### config.mk
export PLATFORM = sky130hd
export DESIGN_NAME = sysbus_arbiter
export DESIGN_NICKNAME = d
export VERILOG_FILES = /design/src/rtl/sysbus_arbiter.sv
export SDC_FILE = /design/constraint.sdc
export NUM_CORES = 1
export LEC_CHECK = 0
export CAP_MARGIN = 20
export CORE_AREA = 2 2 196 198
export DETAILED_ROUTE_END_ITERATION = 8
export DIE_AREA = 0 0 198 200
export MAX_ROUTING_LAYER = met4
export PLACE_DENSITY = 0.63
export SETUP_SLACK_MARGIN = 0.1
export SLEW_MARGIN = 20
export SYNTH_ARGS = -nofsm -noshare
export SYNTH_HDL_FRONTEND = slang
export SYNTH_SLANG_ARGS = --single-unit
### constraint.sdc
create_clock -name clk -period 2.3 [get_ports clk]
set_clock_uncertainty 0.1 [all_clocks]
set_input_delay 0.46 -clock clk [delete_from_list [all_inputs] [get_ports clk]]
set_output_delay 0.46 -clock clk [all_outputs]
set_load 0.005 [all_outputs]
### src/rtl/sysbus_arbiter.sv
// Sysbus master-port arbiter: shares one bus master between the instruction
// fetch requester (id 0) and the data memory requester (id 1). One transaction
// is outstanding at a time; write beats are streamed straight from the owning
// requester and read beats are routed back to it.
module sysbus_arbiter #(
    parameter int BUS_DATA_WIDTH = 64,
    parameter int BUS_TAG_WIDTH  = 13,
    parameter int BEATS          = 8
) (
    input  logic                          clk,
    input  logic                          reset_n,
    // requester side
    input  logic [1:0]                    req,
    input  logic [1:0]                    we,
    input  logic [2*BUS_DATA_WIDTH-1:0]   addr,
    input  logic [7:0]                    rtype,
    input  logic [2*BUS_DATA_WIDTH-1:0]   wdata,
    output logic [1:0]                    gnt,
    output logic [1:0]                    wdata_take,
    output logic [BUS_DATA_WIDTH-1:0]     rdata,
    output logic [1:0]                    rvalid,
    output logic [1:0]                    done,
    // bus side
    output logic                          bus_reqcyc,
    output logic [BUS_DATA_WIDTH-1:0]     bus_req,
    output logic [BUS_TAG_WIDTH-1:0]      bus_reqtag,
    input  logic                          bus_reqack,
    input  logic                          bus_respcyc,
    input  logic [BUS_DATA_WIDTH-1:0]     bus_resp,
    input  logic [BUS_TAG_WIDTH-1:0]      bus_resptag,
    output logic                          bus_respack
);

    localparam logic [1:0] ST_IDLE  = 2'd0;
    localparam logic [1:0] ST_ADDR  = 2'd1;
    localparam logic [1:0] ST_WDATA = 2'd2;
    localparam logic [1:0] ST_RESP  = 2'd3;

    localparam int CNT_W = (BEATS > 1) ? $clog2(BEATS) : 1;
    localparam logic [CNT_W-1:0] LAST_BEAT = CNT_W'(BEATS - 1);

    // Tag field positions on the request/response tag
    localparam int TAG_READ_BIT = 12;

    logic [1:0]                state_reg;
    logic                      owner_reg;
    logic                      is_write_reg;
    logic [BUS_DATA_WIDTH-1:0] addr_reg;
    logic [BUS_TAG_WIDTH-1:0]  tag_reg;
    logic [CNT_W-1:0]          beat_cnt_reg;
    logic                      last_served_reg;
    logic                      reqcyc_reg;
    logic [BUS_DATA_WIDTH-1:0] rdata_reg;
    logic [1:0]                rvalid_reg;
    logic [1:0]                done_reg;

    logic                      win_valid;
    logic                      win_id;
    logic [BUS_TAG_WIDTH-1:0]  tag_new;
    logic [BUS_DATA_WIDTH-1:0] owner_wdata;
    logic                      addr_ack;
    logic                      data_ack;
    logic                      resp_hit;
    logic                      last_beat;
    logic                      resptag_unused;

    // Round-robin pick: a lone requester wins outright, a tie goes to the
    // requester that was not served last.
    always_comb begin
        win_valid = |req;
        win_id    = 1'b0;
        case (req)
            2'b10:   win_id = 1'b1;
            2'b11:   win_id = ~last_served_reg;
            default: win_id = 1'b0;
        endcase
    end

    // Request tag for the winner: read flag, type nibble, requester id.
    always_comb begin
        tag_new               = '0;
        tag_new[TAG_READ_BIT] = ~(win_id ? we[1] : we[0]);
        tag_new[11:8]         = win_id ? rtype[7:4] : rtype[3:0];
        tag_new[0]            = win_id;
    end

    // Handshake qualifiers for the current state
    assign addr_ack  = (state_reg == ST_ADDR)  && bus_reqack;
    assign data_ack  = (state_reg == ST_WDATA) && bus_reqack;
    assign resp_hit  = (state_reg == ST_RESP) && bus_respcyc &&
                       bus_resptag[TAG_READ_BIT] && (bus_resptag[0] == owner_reg);
    assign last_beat = (beat_cnt_reg == LAST_BEAT);

    // Only the read flag and id bits of the response tag matter here.
    assign resptag_unused = ^bus_resptag;

    // Write data comes straight from the owner so a fresh beat can be taken
    // every cycle without a bubble.
    assign owner_wdata = owner_reg ? wdata[2*BUS_DATA_WIDTH-1:BUS_DATA_WIDTH]
                                   : wdata[BUS_DATA_WIDTH-1:0];

    // Bus request payload: address in ADDR, owner's beat in WDATA, else quiet.
    always_comb begin
        bus_req = '0;
        if (state_reg == ST_WDATA) begin
            bus_req = owner_wdata;
        end else if (state_reg == ST_ADDR) begin
            bus_req = addr_reg;
        end
    end

    assign bus_reqcyc  = reqcyc_reg;
    assign bus_reqtag  = reqcyc_reg ? tag_reg : '0;
    assign bus_respack = resp_hit;
    assign rdata       = rdata_reg;
    assign rvalid      = rvalid_reg;
    assign done        = done_reg;

    // Per-requester decode of the acceptance pulses
    for (genvar gi = 0; gi < 2; gi++) begin : g_req
        assign gnt[gi]        = addr_ack && (owner_reg == 1'(gi));
        assign wdata_take[gi] = data_ack && (owner_reg == 1'(gi));
    end

    // Transaction FSM: arbitrate, address phase, write streaming or read collection.
    always_ff @(posedge clk or negedge reset_n) begin
        if (!reset_n) begin
            state_reg       <= ST_IDLE;
            owner_reg       <= 1'b0;
            is_write_reg    <= 1'b0;
            addr_reg        <= '0;
            tag_reg         <= '0;
            beat_cnt_reg    <= '0;
            last_served_reg <= 1'b1;
            reqcyc_reg      <= 1'b0;
            rdata_reg       <= '0;
            rvalid_reg      <= 2'b00;
            done_reg        <= 2'b00;
        end else begin
            rvalid_reg <= 2'b00;
            done_reg   <= 2'b00;
            case (state_reg)
                ST_IDLE: begin
                    if (win_valid) begin
                        owner_reg    <= win_id;
                        is_write_reg <= win_id ? we[1] : we[0];
                        addr_reg     <= win_id ? addr[2*BUS_DATA_WIDTH-1:BUS_DATA_WIDTH]
                                               : addr[BUS_DATA_WIDTH-1:0];
                        tag_reg      <= tag_new;
                        beat_cnt_reg <= '0;
                        reqcyc_reg   <= 1'b1;
                        state_reg    <= ST_ADDR;
                    end
                end
                ST_ADDR: begin
                    if (bus_reqack) begin
                        last_served_reg <= owner_reg;
                        if (is_write_reg) begin
                            state_reg <= ST_WDATA;
                        end else begin
                            reqcyc_reg <= 1'b0;
                            state_reg  <= ST_RESP;
                        end
                    end
                end
                ST_WDATA: begin
                    if (bus_reqack) begin
                        if (last_beat) begin
                            beat_cnt_reg <= '0;
                            done_reg     <= owner_reg ? 2'b10 : 2'b01;
                            reqcyc_reg   <= 1'b0;
                            state_reg    <= ST_IDLE;
                        end else begin
                            beat_cnt_reg <= beat_cnt_reg + 1'b1;
                        end
                    end
                end
                ST_RESP: begin
                    if (resp_hit) begin
                        rdata_reg  <= bus_resp;
                        rvalid_reg <= owner_reg ? 2'b10 : 2'b01;
                        if (last_beat) begin
                            beat_cnt_reg <= '0;
                            done_reg     <= owner_reg ? 2'b10 : 2'b01;
                            state_reg    <= ST_IDLE;
                        end else begin
                            beat_cnt_reg <= beat_cnt_reg + 1'b1;
                        end
                    end
                end
                default: begin
                    reqcyc_reg <= 1'b0;
                    state_reg  <= ST_IDLE;
                end
            endcase
        end
    end

endmodule

==> summary.md, run 1 <==
| Metric | Value |
|---|---|
| Setup ws final | `-0.1814 ns` |
| Synth Warn # | `0` |
| Clock root buffer | `clkbuf_16` |
| Max-slew violation count | `0` |
| Pre-CTS setup slack | `-0.2028 ns` |
| Worst setup path class | `reg -> out` |
| Final core utilization | `41.85%` |
| Most numerous cell in the Yosys netlist | `nand2_1` |
| Post-synth EDFFs | `0` |
| CP max FO | `5` |
| Final worst-path cycle share | `107.9%` |
| Core area | `37400 µm²` |
| Worst IR drop on VDD | `0.0005540 V` |
| CTS Buf Count | `17` |
| Reg2reg end | `state_reg[1]$_DFFE_PN0P_` |
| Starting Density | `21.59%` |
| Worst min path class | `reg -> reg` |
| Final Routed Wirelength | `35390 µm` |
| Worst R2R Path Depth | `10` |
| Worst EP required | `1.74 ns` |
| Post-route minimum period | `2.481 ns` |
| I/O Buffers | `481` |
| Initial antenna violation count | `0` |
| Fin cells | `2025` |
| Chip width | `198 µm` |
| Hold Path Depth | `2` |
| Mapped Cells | `947` |
| IO Pins | `500` |
| Num Clock Sinks | `146` |
| Worst path slowest cell | `dfrtp_4` |
| Maximum clock frequency | `403.0 MHz` |
| Synth unique cells | `38` |
| DP Wirelength | `24590 µm` |
| H-tree levels | `4` |
| DR iter-0 viols | `312` |
| Worst setup SP type | `flop` |
| Antenna Violating Nets Remaining | `0` |
| DR WL/cell | `17.48 µm` |
| R2R Setup Slk | `0.06 ns` |
| Top cells by area, synth | `dfrtp_1 (45%), nand2_1 (18%), mux2_2 (8.9%), mux2i_1 (8.8%), o21ai_0 (8.4%)` |
| Primary FF master, synth | `dfrtp_1` |
| RSZ-0062 raised after global routing | `true` |
| Most frequent CP cell | `buf_12` |
| Vias in the first global route | `8754` |
| GRT Total Usage | `17.64%` |
| Congestion Overflow GR | `0` |
| PD cells | `1137 nW/µm²` |
| Synthesized flop and latch total | `146` |
| Outcome | `complete, but fails checks` |
| Asr flop ratio synth | `100.0%` |
| Final setup fails | `64` |
| Final net count | `1858` |
| GP Congestion | `0.8338` |
| Top delay family on crit path | `buffers and inverters` |
| Top post-synthesis cells by count | `nand2_1 (393), dfrtp_1 (145), o21ai_0 (135)` |
| CP peak stage delay | `0.53 ns` |
| Cell Area, Synth | `8074 µm²` |
| CP bufs+invs | `4` |
| CP arrival | `1.92 ns` |
| Vias | `8681` |
| Worst path depth | `7` |
| Cell area after layout | `15650 µm²` |
| Seq/Total Area, Yosys | `45.27%` |
| Clock slew at reported path FFs | `0.06 ns` |
| DRC errors left | `0` |
| LEAKAGE | `7.108 nW` |
| Critical Path Sink Type | `primary output` |
| Ratio of cells with drive above 1 in the final layout | `25.89%` |
| Max-cap violations | `0` |
| Clk Latency, worst-skew pair | `0.44 ns` |
| Failing checks | `negative setup slack` |
| Cell taking the most area after synthesis | `dfrtp_1` |
| Initial DRT Pass Iterations | `5` |
| Diodes inserted | `0` |
| Via/cell ratio | `4.287` |
| First-pass GRT wire length | `50380 µm` |
| Placed cell areas | `14000 µm²` |
| Post-synth top area share | `44.94%` |
| Chip height | `200 µm` |
| Inst Count DP | `1941` |
| Setup crit start | `tag_reg[0]$_DFFE_PN0P_` |
| Crit path to | `bus_req[62]` |
| Synth Area per Inst | `8.526 µm²` |
| Source of the worst register-to-register timing path | `state_reg[1]$_DFFE_PN0P_` |
| Std-Cell Rows | `71` |
| TritonCTS clock tree | `built` |
| Final Hold Fails | `0` |
| Synthesis-to-layout area growth | `93.85%` |
| Die footprint | `39600 µm²` |
| Cell Chain, Critical Path | `buf_12 -> buf_12 -> buf_16 -> mux2_4 -> nand2_2 -> o21ai_2 -> buf_2` |
| Clk buf depth | `2` |
| Pin count of the biggest net entering global routing | `71` |
## area by class of cell
cell class | instances | area, µm²
Fill cell | 3673 | 21750
Timing Repair Buffer | 606 | 6255
Multi-Input combinational cell | 725 | 4508
Sequential cell | 146 | 3660
Tap cell | 511 | 639.4
Clock buffer | 18 | 439.2
Clock inverter | 14 | 128.9
Inverter | 5 | 21.27
## power by group
part	internal (mW)	switching [mW]
Sequential	3.81	0.689
Clock	1.53	1.22
Combinational	5.95	4.60
Total	11.3	6.51
## worst reg2reg max path: stages, from the launching register on
cell and delay, ns:
dfrtp_1 0.39, buf_6 0.13, ha_4 0.18, buf_12 0.13
buf_8 0.13, buf_16 0.14, buf_8 0.13, nor2_2 0.14
nor2_2 0.07, a211oi_4 0.26, mux2_4 0.32
## through the flow
stage,setup TNS [ns],power (mW),hold WS [ns]
3_5_place_dp,-1.947,13.03,0.3365
3_3_place_gp,-1.422,12.87,0.3314
2_1_floorplan,0,7.973,0.06441
6_report,-5.698,17.80,0.3710
5_1_grt,-11.26,19.06,0.3970
4_1_cts,-9.766,17.45,0.3766
## cell usage in the layout, fill, tap and decap left out, drive strengths merged, types with 2 or more instances in the layout
cell,netlist,routed
a21boi,3,3
mux2i,71,71
nor3,4,4
nor2,6,6
conb,1,7
dfrtp,145,145
mux2,66,66
clkinv,0,7
ha,8,8
nand2b,2,2
and3,2,2
clkinvlp,0,2
o21ai,135,135
inv,5,9
buf,56,190
clkdlybuf4s50,0,410
nand3,7,7
clkbuf,21,22
nand2,393,393
a21oi,2,2
and3b,2,2
and2,6,6
## timing repair
| action | CTS | global route |
|---|---|---|
| cloned | 13 | 3 |
| buffers inserted | 34 | 10 |
| hold buffers | 1 | 0 |
| endpoints found under the setup margin | 75 | 78 |
| gates resized for setup | 427 | 103 |
| pin swaps | 45 | 28 |
| endpoints found under the hold margin | 39 | 0 |
## kinds of logic after synthesis
group	share of synthesized area, %
muxes	18.01
adders and majority gates	1.240
DFF	45.27
and+or+nand+nor	20.56
xor gates and xnor gates	0.1085
AOI/OAI and AO/OA	9.593
buffers and inverters	5.176
other	0.04645
## how the worst min path moves through the flow
| stage | from | end | slack [ns] |
|---|---|---|---|
| finish | rdata[15]$_DFFE_PN0P_ | rdata[15]$_DFFE_PN0P_ | 0.37 |
| detailed placement | reset_n | rdata[43]$_DFFE_PN0P_ | 0.34 |
| global placement | reset_n | rdata[43]$_DFFE_PN0P_ | 0.33 |
| floorplan | reset_n | addr_reg[0]$_DFFE_PN0P_ | 0.06 |
| global route | rdata[56]$_DFFE_PN0P_ | rdata[56]$_DFFE_PN0P_ | 0.40 |
| CTS | rdata[15]$_DFFE_PN0P_ | rdata[15]$_DFFE_PN0P_ | 0.38 |
## layer usage
layer / part of all wire (%) / vias up / GRT usage, % / wire (µm)
met4: 3.1 / 0 / 7.157 / 1097
met1: 40 / 4063 / 19.90 / 14190
met5: 0 / - / - / 0
met3: 6.4 / 65 / 4.066 / 2256
li1: - / 4221 / - / -
met2: 50 / 332 / 30.27 / 17850
No activity file was read; power rests on OpenSTA's default activity.
==> inputs of run 2 (changes only) <==
--- a/config.mk
+++ b/config.mk
@@ -10,7 +10,6 @@
 export DETAILED_ROUTE_END_ITERATION = 8
 export DIE_AREA = 0 0 198 200
 export MAX_ROUTING_LAYER = met4
-export PLACE_DENSITY = 0.63
 export SETUP_SLACK_MARGIN = 0.1
 export SLEW_MARGIN = 20
 export SYNTH_ARGS = -nofsm -noshare
==> run 2 against run 1 <==
The flow still finishes with violations (negative setup slack). Fmax shrank 3.6%. Setup slack got worse by 0.093 ns. Power rose by 2.0%. Combinational power about the same. Die area did not move. Via count rose by 0.44%. First-iteration DRC count grew 37%. Non-clock buffer count is 24 higher. Design area grew 0.92%.
==> summary.md, run 2 (synthesized netlist as in run 1, its figures left out) <==
| Metric | Value |
|---|---|
| Worst path depth | `8 (+1)` |
| Final Routed Wirelength | `35870 µm (+1.3%)` |
| Worst path slowest cell | `dfrtp_4` |
| Clk Latency, worst-skew pair | `0.43 ns (about the same)` |
| Worst hold start | `rdata[60]$_DFFE_PN0P_` |
| Outcome | `complete, but fails checks` |
| Final Hold Fails | `0 (unchanged)` |
| Worst R2R Path Depth | `9 (-1)` |
| Pin count of the biggest net entering global routing | `69 (-2.8%)` |
| Most frequent CP cell | `buf_6` |
| Final setup fails | `64 (unchanged)` |
| Commonest non-fill, non-tap cell in the layout | `clkdlybuf4s50_1` |
| PD cells | `1149 nW/µm² (+1.1%)` |
| Via/cell ratio | `4.259 (-0.64%)` |
| I/O Buffers | `481 (unchanged)` |
| Cell Chain, Critical Path | `buf_6 -> buf_12 -> buf_6 -> buf_6 -> mux2_4 -> nand2_2 -> o21ai_2 -> buf_2` |
| RSZ-0062 raised after global routing | `true` |
| Top delay family on crit path | `buffers and inverters` |
| Sum Neg Setup Slack | `-9.237 ns (-3.538 ns)` |
| Tightest Pin Transition | `0.5657 ns` |
| R2R Setup Slk | `0.03 ns (-0.03 ns)` |
| FF+latch area | `3661 µm² (about the same)` |
| Core area | `37400 µm² (unchanged)` |
| Failing checks | `negative setup slack` |
| GRT Total Usage | `17.31% (-0.33 points)` |
| Commonest cells after routing, fill and taps aside | `clkdlybuf4s50_1 (410), nand2_1 (365), dfrtp_1 (142), o21ai_0 (81), mux2i_1 (71)` |
| IO Pins | `500 (unchanged)` |
| Chip height | `200 µm (unchanged)` |
| DR iter-0 viols | `428 (+37%)` |
| Maximum clock frequency | `388.4 MHz (-3.6%)` |
| CTS Buf Count | `17 (unchanged)` |
| Ratio of cells with drive above 1 in the final layout | `24.93% (-0.96 points)` |
| Critical Path Sink Type | `primary output` |
| H-tree levels | `4 (unchanged)` |
| CP bufs+invs | `5 (+1)` |
| LEAKAGE | `7.217 nW (+1.5%)` |
| Clk buf depth | `2 (unchanged)` |
| Final net count | `1882 (+1.3%)` |
| Max-cap violations | `0 (unchanged)` |
| Total Power | `18.15 mW (+2.0%)` |
| TritonCTS clock tree | `built` |
| Post-route minimum period | `2.575 ns (+0.09331 ns)` |
| Final core utilization | `42.23% (+0.38 points)` |
| Setup ws final | `-0.2748 ns (-0.09331 ns)` |
| First-pass GRT wire length | `50060 µm (-0.64%)` |
| Diodes inserted | `0 (unchanged)` |
| CP peak stage delay | `0.54 ns (about the same)` |
| Die footprint | `39600 µm² (unchanged)` |
| Worst setup SP type | `flop` |
| Initial DRT Pass Iterations | `4 (-1)` |
| DRC errors left | `0 (unchanged)` |
| CP max FO | `6 (+1)` |
| Area occupied by multi-input gates | `4454 µm² (-1.2%)` |
| Placed cell areas | `14010 µm² (about the same)` |
| Max-slew violation count | `0 (unchanged)` |
| Hold Path Depth | `2 (unchanged)` |
| Antenna Violating Nets Remaining | `0 (unchanged)` |
| Worst IR drop on VDD | `0.0005172 V (-6.6%)` |
| DP Wirelength | `24730 µm (+0.55%)` |
| Num Clock Sinks | `146 (unchanged)` |
| Cell area after layout | `15800 µm² (+0.92%)` |
| CP arrival | `2.01 ns (+0.09 ns)` |
| Initial antenna violation count | `0 (unchanged)` |
| Filler instances | `3673 (unchanged)` |
| Congestion Overflow GR | `0 (unchanged)` |
| Worst min path class | `reg -> reg` |
| Slew margin rel. | `62.28%` |
| Std-Cell Rows | `71 (unchanged)` |
| Synthesis-to-layout area growth | `95.63%` |
| Worst EP required | `1.74 ns (about the same)` |
| GP Congestion | `0.8047 (-3.5%)` |
| Clock slew at reported path FFs | `0.06 ns (about the same)` |
| Starting Density | `21.59% (unchanged)` |
| Vias | `8719 (+0.44%)` |
| Chip width | `198 µm (unchanged)` |
| Reg2reg end | `beat_cnt_reg[0]$_DFFE_PN0P_` |
| Source of the worst register-to-register timing path | `state_reg[1]$_DFFE_PN0P_` |
| Final worst-path cycle share | `111.9% (+4.1 points)` |
| Clock root buffer | `clkbuf_16` |
| Vias in the first global route | `8777 (+0.26%)` |
| DR WL/cell | `17.52 µm (+0.26%)` |
| Worst setup path class | `reg -> out` |
| Hold Crit Endpoint | `rdata[60]$_DFFE_PN0P_` |
run 2: changes by cell type in the layout (fill, tap and decap cells not counted), sizes merged:
cell	delta
buf	+17
bufinv	+3
clkdlybuf4s15	+1
inv	-3
bufbuf	-1
clkinvlp	+1
clkbuf	+10
clkinv	-6
run 2: per-stage QoR:
stage,hold WS [ns],setup slack (ns),instances
5_1_grt,0.3941,-0.3378,2047
4_1_cts,0.3770,-0.4463,2015
6_report,0.3711,-0.2748,2047
3_3_place_gp,0.3568,-0.1629,1940
3_5_place_dp,0.3611,-0.1648,1940
2_1_floorplan,0.06441,0.1974,953
run 2: how the worst max path moves through the flow:
stage | startpoint | endpoint | slack [ns]
floorplan | state_reg[1]$_DFFE_PN0P_ | bus_req[33] | 0.20
global placement | req[1] | addr_reg[26]$_DFFE_PN0P_ | -0.16
detailed placement | req[1] | addr_reg[26]$_DFFE_PN0P_ | -0.16
CTS | tag_reg[0]$_DFFE_PN0P_ | bus_req[24] | -0.45
global route | tag_reg[0]$_DFFE_PN0P_ | bus_req[54] | -0.34
finish | tag_reg[0]$_DFFE_PN0P_ | bus_req[49] | -0.27
run 2: final cells by class:
| cell class | instances | share of cell area, % |
|---|---|---|
| Sequential cell | 146 | 23.18 |
| Inverter | 5 | 0.1505 |
| Tap cell | 511 | 4.048 |
| Timing Repair Buffer | 630 | 40.64 |
| Multi-Input combinational cell | 725 | 28.20 |
| Clock inverter | 9 | 0.9902 |
| Clock buffer | 21 | 2.788 |
run 2: per-layer routing:
layer  global-route usage, %  up-vias  routed length [µm]
met1                   20.15     4118               15110
met5                       -        -                   0
met4                   4.818        0                 635
met2                   30.29      311               18160
met3                   3.562       32                1956
li1                        -     4258                   -
run 2: where the power goes:
part	total (mW)	switching [mW]	internal, mW
clock	2.91	1.10	1.80
sequential	4.52	0.707	3.81
combinational	10.7	4.68	6.05
total	18.2	6.49	11.7
run 2: worst register-to-register path: cells and delay by family (launching register included):
kind	cells	cell delay, ns
buffers and inverters	5	0.71
AO/OA/AOI/OAI	2	0.47
flip-flops	1	0.41
multiplexers	1	0.29
adder cells (fa/ha/maj)	1	0.17
run 2: repair_timing:
| item | in CTS | in global routing |
|---|---|---|
| endpoints found under the hold margin | 41 | 0 |
| cloned | 8 | 10 |
| resized for setup | 339 | 156 |
| pin swaps | 11 | 38 |
| hold buffers | 1 | 0 |
| endpoints found under the setup margin | 80 | 77 |
| setup buffers | 36 | 32 |
